==> config.mk <==
export PLATFORM = sky130hd
export DESIGN_NAME = rr_pattern_scan_ctrl_flat
export DESIGN_NICKNAME = d
export VERILOG_FILES = /design/src/rtl/rr_pattern_scan_ctrl_if.sv /design/src/rtl/rr_pattern_scan_ctrl.sv /design/src/flat_wrapper.sv
export SDC_FILE = /design/constraint.sdc
export NUM_CORES = 1
export LEC_CHECK = 0
export CAP_MARGIN = 20
export CORE_MARGIN = 5
export CORE_UTILIZATION = 40
export CTS_CLUSTER_SIZE = 20
export DETAILED_ROUTE_END_ITERATION = 6
export MAX_ROUTING_LAYER = met4
export PLACE_DENSITY = 0.72
export SLEW_MARGIN = 20
export SYNTH_ARGS = -nofsm -noshare
export SYNTH_HDL_FRONTEND = slang
export SYNTH_SLANG_ARGS = --single-unit
==> constraint.sdc <==
create_clock -name clk -period 1.7 [get_ports clk]
set_input_delay 0.425 -clock clk [delete_from_list [all_inputs] [get_ports clk]]
set_output_delay 0.425 -clock clk [all_outputs]
set_load 0.01 [all_outputs]
==> src/rtl/rr_pattern_scan_ctrl_if.sv <==
// Request/result bundle between the channel producers and the shared pattern scanner.
interface rr_pattern_scan_ctrl_if #(
    parameter int NUM_CH = 4,
    parameter int WORD_W = 8,
    parameter int PAT_W  = 3,
    parameter int CNT_W  = 4
);
    localparam int CH_W = $clog2(NUM_CH);

    logic [NUM_CH-1:0]        req;
    logic [NUM_CH*WORD_W-1:0] word_in;
    logic [PAT_W-1:0]         pattern;
    logic [NUM_CH-1:0]        grant;
    logic                     busy;
    logic                     bit_out;
    logic                     match;
    logic                     done;
    logic [CH_W-1:0]          done_ch;
    logic [CNT_W-1:0]         match_cnt;

    modport master (
        output req, word_in, pattern,
        input  grant, busy, bit_out, match, done, done_ch, match_cnt
    );

    modport slave (
        input  req, word_in, pattern,
        output grant, busy, bit_out, match, done, done_ch, match_cnt
    );
endinterface

==> src/rtl/rr_pattern_scan_ctrl.sv <==
// Round-robin arbiter sharing one serial MSB-first pattern detector between NUM_CH channels.
//
// state | meaning
// IDLE  | waiting for a request; result of the last scan held
// SHIFT | one bit of the captured word enters the detector per clock
// DONE  | one-cycle done pulse, grant still held
module rr_pattern_scan_ctrl #(
    parameter int NUM_CH = 4,
    parameter int WORD_W = 8,
    parameter int PAT_W  = 3,
    parameter int CNT_W  = 4
) (
    input  logic                  clk,
    input  logic                  reset_n,
    rr_pattern_scan_ctrl_if.slave bus
);
    localparam int CH_W   = $clog2(NUM_CH);
    localparam int FILL_W = $clog2(PAT_W + 1);
    localparam int BIT_W  = $clog2(WORD_W);

    typedef enum logic [1:0] {IDLE, SHIFT, DONE} state_t;

    state_t            state;
    logic [CH_W-1:0]   ptr;
    logic [WORD_W-1:0] sh_reg;
    logic [PAT_W-1:0]  pat_reg;
    logic [PAT_W-1:0]  hist;
    logic [FILL_W-1:0] fill;
    logic [BIT_W-1:0]  bit_cnt;

    logic              win_found;
    logic [CH_W-1:0]   win_idx;
    logic [PAT_W-1:0]  hist_nxt;
    logic [FILL_W-1:0] fill_nxt;
    logic              match_nxt;

    // Search starts one past the last owner so a held request queues behind the others.
    always_comb begin
        win_found = 1'b0;
        win_idx   = '0;
        for (int i = 1; i <= NUM_CH; i++) begin
            if (!win_found && bus.req[(int'(ptr) + i) % NUM_CH]) begin
                win_found = 1'b1;
                win_idx   = CH_W'((int'(ptr) + i) % NUM_CH);
            end
        end
    end

    assign hist_nxt  = {hist[PAT_W-2:0], sh_reg[WORD_W-1]};
    assign fill_nxt  = (fill == FILL_W'(PAT_W)) ? fill : fill + FILL_W'(1);
    assign match_nxt = (hist_nxt == pat_reg) && (fill_nxt == FILL_W'(PAT_W));

    assign bus.bit_out = sh_reg[WORD_W-1];
    assign bus.match   = (hist == pat_reg) && (fill == FILL_W'(PAT_W));

    always_ff @(posedge clk) begin
        if (!reset_n) begin
            state         <= IDLE;
            ptr           <= CH_W'(NUM_CH - 1);
            sh_reg        <= '0;
            pat_reg       <= '0;
            hist          <= '0;
            fill          <= '0;
            bit_cnt       <= '0;
            bus.grant     <= '0;
            bus.busy      <= 1'b0;
            bus.done      <= 1'b0;
            bus.done_ch   <= '0;
            bus.match_cnt <= '0;
        end else begin
            case (state)
                IDLE: begin
                    bus.done <= 1'b0;
                    if (win_found) begin
                        bus.grant     <= NUM_CH'(1) << win_idx;
                        bus.busy      <= 1'b1;
                        ptr           <= win_idx;
                        sh_reg        <= bus.word_in[win_idx*WORD_W +: WORD_W];
                        pat_reg       <= bus.pattern;
                        hist          <= '0;
                        fill          <= '0;
                        bit_cnt       <= BIT_W'(WORD_W - 1);
                        bus.match_cnt <= '0;
                        state         <= SHIFT;
                    end
                end
                SHIFT: begin
                    hist   <= hist_nxt;
                    sh_reg <= sh_reg << 1;
                    fill   <= fill_nxt;
                    if (match_nxt && (bus.match_cnt != '1))
                        bus.match_cnt <= bus.match_cnt + CNT_W'(1);
                    if (bit_cnt == '0) begin
                        bus.done    <= 1'b1;
                        bus.done_ch <= ptr;
                        state       <= DONE;
                    end else begin
                        bit_cnt <= bit_cnt - BIT_W'(1);
                    end
                end
                DONE: begin
                    bus.done  <= 1'b0;
                    bus.grant <= '0;
                    bus.busy  <= 1'b0;
                    state     <= IDLE;
                end
                default: state <= IDLE;
            endcase
        end
    end
endmodule

==> src/flat_wrapper.sv <==
// flat-port wrapper written by rule: the top's interface ports become plain ports
module rr_pattern_scan_ctrl_flat 
#(
    parameter int NUM_CH = 4,
    parameter int WORD_W = 8,
    parameter int PAT_W  = 3,
    parameter int CNT_W  = 4
)
  (clk, reset_n, bus_req, bus_word_in, bus_pattern, bus_grant, bus_busy, bus_bit_out, bus_match, bus_done, bus_done_ch, bus_match_cnt);
  rr_pattern_scan_ctrl_if #(.NUM_CH(NUM_CH), .WORD_W(WORD_W), .PAT_W(PAT_W), .CNT_W(CNT_W)) bus_i ();
  input  logic clk;
  input  logic reset_n;
  input wire logic [$bits(bus_i.req)-1:0] bus_req;
  input wire logic [$bits(bus_i.word_in)-1:0] bus_word_in;
  input wire logic [$bits(bus_i.pattern)-1:0] bus_pattern;
  output wire logic [$bits(bus_i.grant)-1:0] bus_grant;
  output wire logic [$bits(bus_i.busy)-1:0] bus_busy;
  output wire logic [$bits(bus_i.bit_out)-1:0] bus_bit_out;
  output wire logic [$bits(bus_i.match)-1:0] bus_match;
  output wire logic [$bits(bus_i.done)-1:0] bus_done;
  output wire logic [$bits(bus_i.done_ch)-1:0] bus_done_ch;
  output wire logic [$bits(bus_i.match_cnt)-1:0] bus_match_cnt;
  assign bus_i.req = bus_req;
  assign bus_i.word_in = bus_word_in;
  assign bus_i.pattern = bus_pattern;
  assign bus_grant = bus_i.grant;
  assign bus_busy = bus_i.busy;
  assign bus_bit_out = bus_i.bit_out;
  assign bus_match = bus_i.match;
  assign bus_done = bus_i.done;
  assign bus_done_ch = bus_i.done_ch;
  assign bus_match_cnt = bus_i.match_cnt;
  rr_pattern_scan_ctrl #(.NUM_CH(NUM_CH), .WORD_W(WORD_W), .PAT_W(PAT_W), .CNT_W(CNT_W)) u_core (.clk(clk), .reset_n(reset_n), .bus(bus_i));
endmodule
# After elaboration in Yosys (flattened, before gate mapping)
# Index checks and enable logic that the tools add are counted.
[word_totals]
regBits = 35
latch_bits = 0
mem_bits_rw = 0
rom_bits = 0
word_cells = 109
n_memories = 0
[op_classes]
add_sub_neg = 7
multipliers = 0
div = 0
n_lt_le_gt_ge = 4
eq_ne = 11
shift = 2
muxes = 42
n_bitwise = 4
n_reduce_logical = 27
[op_table]
columns = ["cell", "count"]
rows = [
  ["32-bit by 6-bit variable part select with 8-bit output", 1],
  ["3-bit by 4-bit < comparator with 1-bit output (second input constant)", 4],
  ["2-bit two-way mux", 8],
  ["4-bit one-hot mux with 2 select lines", 2],
  ["8-bit one-hot mux with 2 select lines", 1],
  ["1-bit two-way mux", 14],
  ["4-bit two-way mux", 3],
  ["3-bit one-hot mux with 2 select lines", 2],
  ["2-bit AND reduction", 6],
  ["2-bit OR reduction", 5],
  ["3-bit two-way mux", 3],
  ["1-bit binary-select mux with 2-bit select", 4],
  ["8-bit two-way mux", 1],
  ["2-bit one-hot mux with 2 select lines", 2],
  ["2-bit by 1-bit adder with 2-bit output (second input constant)", 3],
  ["2-bit == test (second input constant)", 3],
  ["3-bit == test", 2],
  ["1-bit logical AND", 6],
  ["2-bit by 1-bit != test with 1-bit output (second input constant)", 3],
  ["3-bit AND reduction", 2],
  ["2-bit nonzero test", 3],
  ["2-bit adder (second input constant)", 2],
  ["4-bit by 1-bit adder with 4-bit output (second input constant)", 1],
  ["1-bit AND (first input constant)", 4],
  ["9 further kinds", 12],
]

# Depth between registers and ports, before layout
# Gate-level depths: netlist (run 1).
[logic_depth]
ltp_word = 19
depth_mapped = 8
depth_no_buf = 6

# Least setup slack after synthesis (run 1)
# Ideal clock, no wire load.
[synth_timing]
kind = "reg2reg"
startpoint = "reg u_core.ptr[1]"
endpoint = "reg u_core.sh_reg[1]"
setup_ps = 135
arrival_ps = 1482
required_time_ps = 1565
path_slack_ps = 83
stages_incl_launch_ff = 9
n_path_buf = 3
synth_period_minus_slack_ps = 1617
cell_sequence = "dfxtp_1 > buf_6 > mux2i_1 > o21ai_1 > a311oi_2 > buf_6 > buf_12 > mux2i_1 > o221ai_1"
[synth_via]
elab_chain_len = 17
elab_cells_between_ends = 35
classes_between = "add/sub: 4; eq/ne: 1; shift: 1; mux: 22; reduce/logical: 7"
[synth_rtl]
columns = ["item", "line_no", "text"]
rows = [
  ["start, declared", "rr_pattern_scan_ctrl.sv:24", "logic [CH_W-1:0] ptr;"],
  ["start signal, assigned", "rr_pattern_scan_ctrl.sv:59", "ptr <= CH_W'(NUM_CH - 1);"],
  ["start signal, assigned", "rr_pattern_scan_ctrl.sv:77", "ptr <= win_idx;"],
  ["2-bit by 1-bit adder with 2-bit output", "rr_pattern_scan_ctrl.sv:42, rr_pattern_scan_ctrl.sv:44", ""],
  ["1-bit binary-select mux with 2-bit select", "rr_pattern_scan_ctrl.sv:42", "if (!win_found && bus.req[(int'(ptr) + i) % NUM_CH]) begin"],
  ["1-bit two-way mux (not written as such) (2 in a row)", "rr_pattern_scan_ctrl.sv:42", ""],
  ["1-bit two-way mux", "rr_pattern_scan_ctrl.sv:42", ""],
  ["1-bit zero test", "rr_pattern_scan_ctrl.sv:42", ""],
  ["1-bit logical AND", "rr_pattern_scan_ctrl.sv:42", ""],
  ["1-bit two-way mux", "rr_pattern_scan_ctrl.sv:42", ""],
  ["1-bit zero test", "rr_pattern_scan_ctrl.sv:42", ""],
  ["1-bit logical AND", "rr_pattern_scan_ctrl.sv:42", ""],
  ["1-bit two-way mux", "rr_pattern_scan_ctrl.sv:42", ""],
  ["1-bit zero test", "rr_pattern_scan_ctrl.sv:42", ""],
  ["1-bit logical AND", "rr_pattern_scan_ctrl.sv:42", ""],
  ["2-bit two-way mux", "rr_pattern_scan_ctrl.sv:42", ""],
  ["32-bit by 6-bit variable part select with 8-bit output", "rr_pattern_scan_ctrl.sv:78", "sh_reg <= bus.word_in[win_idx*WORD_W +: WORD_W];"],
  ["8-bit two-way mux", "rr_pattern_scan_ctrl.sv:74", "if (win_found) begin"],
  ["8-bit one-hot mux with 2 select lines", "rr_pattern_scan_ctrl.sv:71", "case (state)"],
  ["end signal, assigned", "rr_pattern_scan_ctrl.sv:78", ""],
  ["end signal, assigned", "rr_pattern_scan_ctrl.sv:89", "sh_reg <= sh_reg << 1;"],
  ["end, declared", "rr_pattern_scan_ctrl.sv:25", "logic [WORD_W-1:0] sh_reg;"],
]
# Several ways; a longest one is shown, not always the timed one. The select of a mux whose other input is x is not followed.
# A chain may end at the register's enable or synchronous reset.

# Final worst setup path (run 1)
[layout_timing]
startpoint = "in bus_req[3]"
endpoint = "reg u_core.sh_reg[4]"
[layout_via]
elab_chain_len = 16
elab_cells_between_ends = 31
classes_between = "eq/ne: 1; shift: 1; mux: 22; reduce/logical: 7"
[layout_rtl]
columns = ["item", "line_no", "text"]
rows = [
  ["start, declared", "flat_wrapper.sv:13", "input wire logic [$bits(bus_i.req)-1:0] bus_req;"],
  ["1-bit binary-select mux with 2-bit select", "rr_pattern_scan_ctrl.sv:42", ""],
  ["1-bit two-way mux (not written as such) (2 in a row)", "rr_pattern_scan_ctrl.sv:42", ""],
  ["1-bit two-way mux", "rr_pattern_scan_ctrl.sv:42", ""],
  ["1-bit zero test", "rr_pattern_scan_ctrl.sv:42", ""],
  ["1-bit logical AND", "rr_pattern_scan_ctrl.sv:42", ""],
  ["1-bit two-way mux", "rr_pattern_scan_ctrl.sv:42", ""],
  ["1-bit zero test", "rr_pattern_scan_ctrl.sv:42", ""],
  ["1-bit logical AND", "rr_pattern_scan_ctrl.sv:42", ""],
  ["1-bit two-way mux", "rr_pattern_scan_ctrl.sv:42", ""],
  ["1-bit zero test", "rr_pattern_scan_ctrl.sv:42", ""],
  ["1-bit logical AND", "rr_pattern_scan_ctrl.sv:42", ""],
  ["2-bit two-way mux", "rr_pattern_scan_ctrl.sv:42", ""],
  ["32-bit by 6-bit variable part select with 8-bit output", "rr_pattern_scan_ctrl.sv:78", ""],
  ["8-bit two-way mux", "rr_pattern_scan_ctrl.sv:74", ""],
  ["8-bit one-hot mux with 2 select lines", "rr_pattern_scan_ctrl.sv:71", ""],
]
# Several ways; a longest one is shown, not always the timed one. The select of a mux whose other input is x is not followed.

==> results of run 1 <==
-- metal layers --
metal	wire (um)	vias to the layer above
met3	241	5
met5	0	-
li1	-	940
met1	2191	816
met4	49	0
met2	2389	48
-- through the flow --
| stage | setup WS (ns) | power [uW] |
|---|---|---|
| floorplan | 0.08274 | 1458 |
| global placement | -0.5329 | 1771 |
| detailed placement | -0.6443 | 1785 |
| CTS | -0.08298 | 2393 |
| global route | -0.06706 | 2574 |
| finish | 0.002640 | 2434 |
-- repair_timing --
action                                  CTS  global route
hold endpoints to repair                  0             0
gates resized for setup                  17            19
endpoints found under the setup margin   27            17
pin swaps                                 8             5
cloned                                    1             0
buffers inserted                          2             1
-- final timing paths --
kind,from,endpoint,cells after the start
worst max-delay path,bus_req[3],u_core.sh_reg[4]$_SDFFE_PN0P_,8
worst min-delay path,u_core.bit_cnt[0]$_SDFFE_PN0P_,u_core.bit_cnt[0]$_SDFFE_PN0P_,1
worst max register to register,u_core.ptr[1]$_SDFFE_PN1P_,u_core.sh_reg[4]$_SDFFE_PN0P_,7
worst min register to register,u_core.bit_cnt[0]$_SDFFE_PN0P_,u_core.bit_cnt[0]$_SDFFE_PN0P_,1
-- cell usage after synthesis (all sizes together) --
master	number	share of area, %
o211ai	1	0.41
a22oi	1	0.41
o211a	1	0.55
clkbuf	8	1.6
dfxtp	35	38
buf	4	2.6
nand2	41	8.4
or3	1	0.34
a2bb2oi	2	0.96
nor2	16	3.3
a311oi	1	0.82
a32oi	1	0.48
and2	1	0.34
nand3b	2	0.82
o22ai	1	0.34
nand3	13	3.6
a31o	1	0.48
xor2	2	0.96
nand2b	5	1.7
a21o	2	0.82
a31oi	1	0.68
ha	3	2.1
o21ai	12	3.3
a21oi	15	4.1
nor3	8	2.2
o221ai	7	3.4
nor3b	1	0.41
mux2	1	0.62
mux2i	17	9.3
xnor2	7	3.4
nand4	1	0.34
nor4	1	0.34
nor2b	1	0.34
inv	7	1.4
a211oi	2	0.82
-- logic make-up after synthesis --
family,Yosys count,share of synthesized area [%]
AND/OR/NAND/NOR,91,22.12
AO/OA/AOI/OAI,48,17.53
flip-flops,35,38.36
buffers and inverters,19,5.685
multiplexers,18,9.931
XOR/XNOR,9,4.315
adder cells (fa/ha/maj),3,2.055
-- worst reg2reg max path: cells and delay by family, from the launching register on --
kind / cells / cell delay [ns]
mux: 2 / 0.44
compound gates: 3 / 0.45
flops: 1 / 0.35
buf+inv: 2 / 0.30
-- layout make-up --
cell class / count / area share (%)
inverters: 7 / 0.9464
multi-input cells: 169 / 40.24
flip-flops and latches: 35 / 25.42
repair buffers: 84 / 28.44
clock buffers: 6 / 2.614
well taps: 52 / 2.343
-- report_power, final --
group | total (uW) | leakage (uW) | internal (uW) | switching [uW]
clock network | 546 | 0.0000371 | 273 | 273
registers | 994 | 0.000288 | 921 | 73.3
logic | 894 | 0.000822 | 484 | 410
total | 2430 | 0.00115 | 1680 | 757
==> impl_metrics.toml, run 1 <==
[outcome]
outcome = "completed"

[worst_setup_path]
cp-start-kind = "input pin"
cp.arrival_ns = 1.85
critPathSlowestCell = "dlygate4sd2_1"
slowest_delay_ns = 0.27
crit_family = "buffers and inverters"
required_ns = 1.86
crit_fanout = 8
path_class = "in -> reg"
cp_common_cell = "mux2i_2"
end_kind = "flip-flop"
worst-path-buf-inv = 3
reg2reg_slack_ns = 0.02
crit_chain = "dlygate4sd2_1 -> mux2i_2 -> o21ai_2 -> a311oi_4 -> buf_4 -> buf_12 -> mux2i_2 -> o221ai_1"

[floorplan]
pin_count = 55
start_util_pct = 41.67
die_area_um2 = 6019
core_um2 = 4384
fp.dieH_um = 77.58
rows = 24
dieWidth_um = 77.58

[global_route]
track_usage_pct = 16.88
grtUsageMet3_pct = 4.398
grt_max_degree = 15
grt-ovfl-total = 0
busiest_layer = "met2"
met2_usage_pct = 27.55
antenna_found_initial = 0
grt_use_met1_pct = 20.40
grt_pass1_vias = 1775
grt_pass1_wl_um = 8211

[placement]
portBuffers = 54
placed_cell_area_um2 = 2579
hpwl_um = 3546
gp_congestion = 0.8055
placed_cells = 343

[cells_and_area]
multi_input_area_um2 = 1117
layout_common_cells = "clkdlybuf4s50_1, nand2_1, dfxtp_1"
seqCellArea_um2 = 705.7
fill_cells = 368
num_antenna_cells = 0
layout.cells.non_filler = 353
largest_register_ffs = 8
design_area_um2 = 2776
drive_above_1_share_pct = 18.94
post-route-util_pct = 63.33
area_growth_pct = 51.99
nets = 346
layout_commonest_cell = "clkdlybuf4s50_1"

[sta]
max_freq_mhz = 589.2
worst_pin_slew_ns = 0.3881
final_max_slew_viol_count = 0
final.setup.tns_ns = 0
holdWs_ns = 0.4695
hold_viol = 0
setup_viol = 0
rsz0062_at_grt = "true"
worst_clock_skew_ns = 0.001608
max_slew_margin_pct = 74.04
layout_min_cycle_time_ns = 1.697
period_share_pct = 99.84

[logic_synthesis]
synth-seq-cells = 35
ys_types = 38
syn_inst = 223
synth_warnings = 0
avgSynthCellArea_um2 = 8.192
synth_fp_nets = 267
syn_area_um2 = 1827
ys_seq_area_share_pct = 38.36

[routing]
final_antenna_net_count = 0
drc = 0
drt-pass1-iter-count = 4
via_per_inst = 5.125
drt_iter0_drc = 74
routed_wl_um = 4872
wl_per_cell_um = 13.80
vias = 1809

[clocking]
clk_path_buf_depth = 2
cts-root-buf = "clkbuf_8"
clk_latency_ns = 0.28
ctsHoldBuffers = 0
cts.sinks = 35
path_clk_slew_ns = 0.06
cts_buffers = 5
htreeDepth = 2
cts_tree = "yes"

[pwr]
leakage_uw = 0.001147
ir_drop_uv = 406.7
powerDensity_nw_per_um2 = 876.6

[flow_run]
max-cap-violations = 0

[min_path]
hold_class = "reg -> reg"
Note: power is estimated with default switching activity, not from simulation.
==> run 2, diff against run 1 <==
--- a/config.mk
+++ b/config.mk
@@ -8,6 +8,7 @@
 export CAP_MARGIN = 20
 export CORE_MARGIN = 5
 export CORE_UTILIZATION = 40
+export CTS_CLUSTER_DIAMETER = 120
 export CTS_CLUSTER_SIZE = 20
 export DETAILED_ROUTE_END_ITERATION = 6
 export MAX_ROUTING_LAYER = met4
==> results of run 2 <==
Final layout, timing and power as in run 1 (identical DEF).
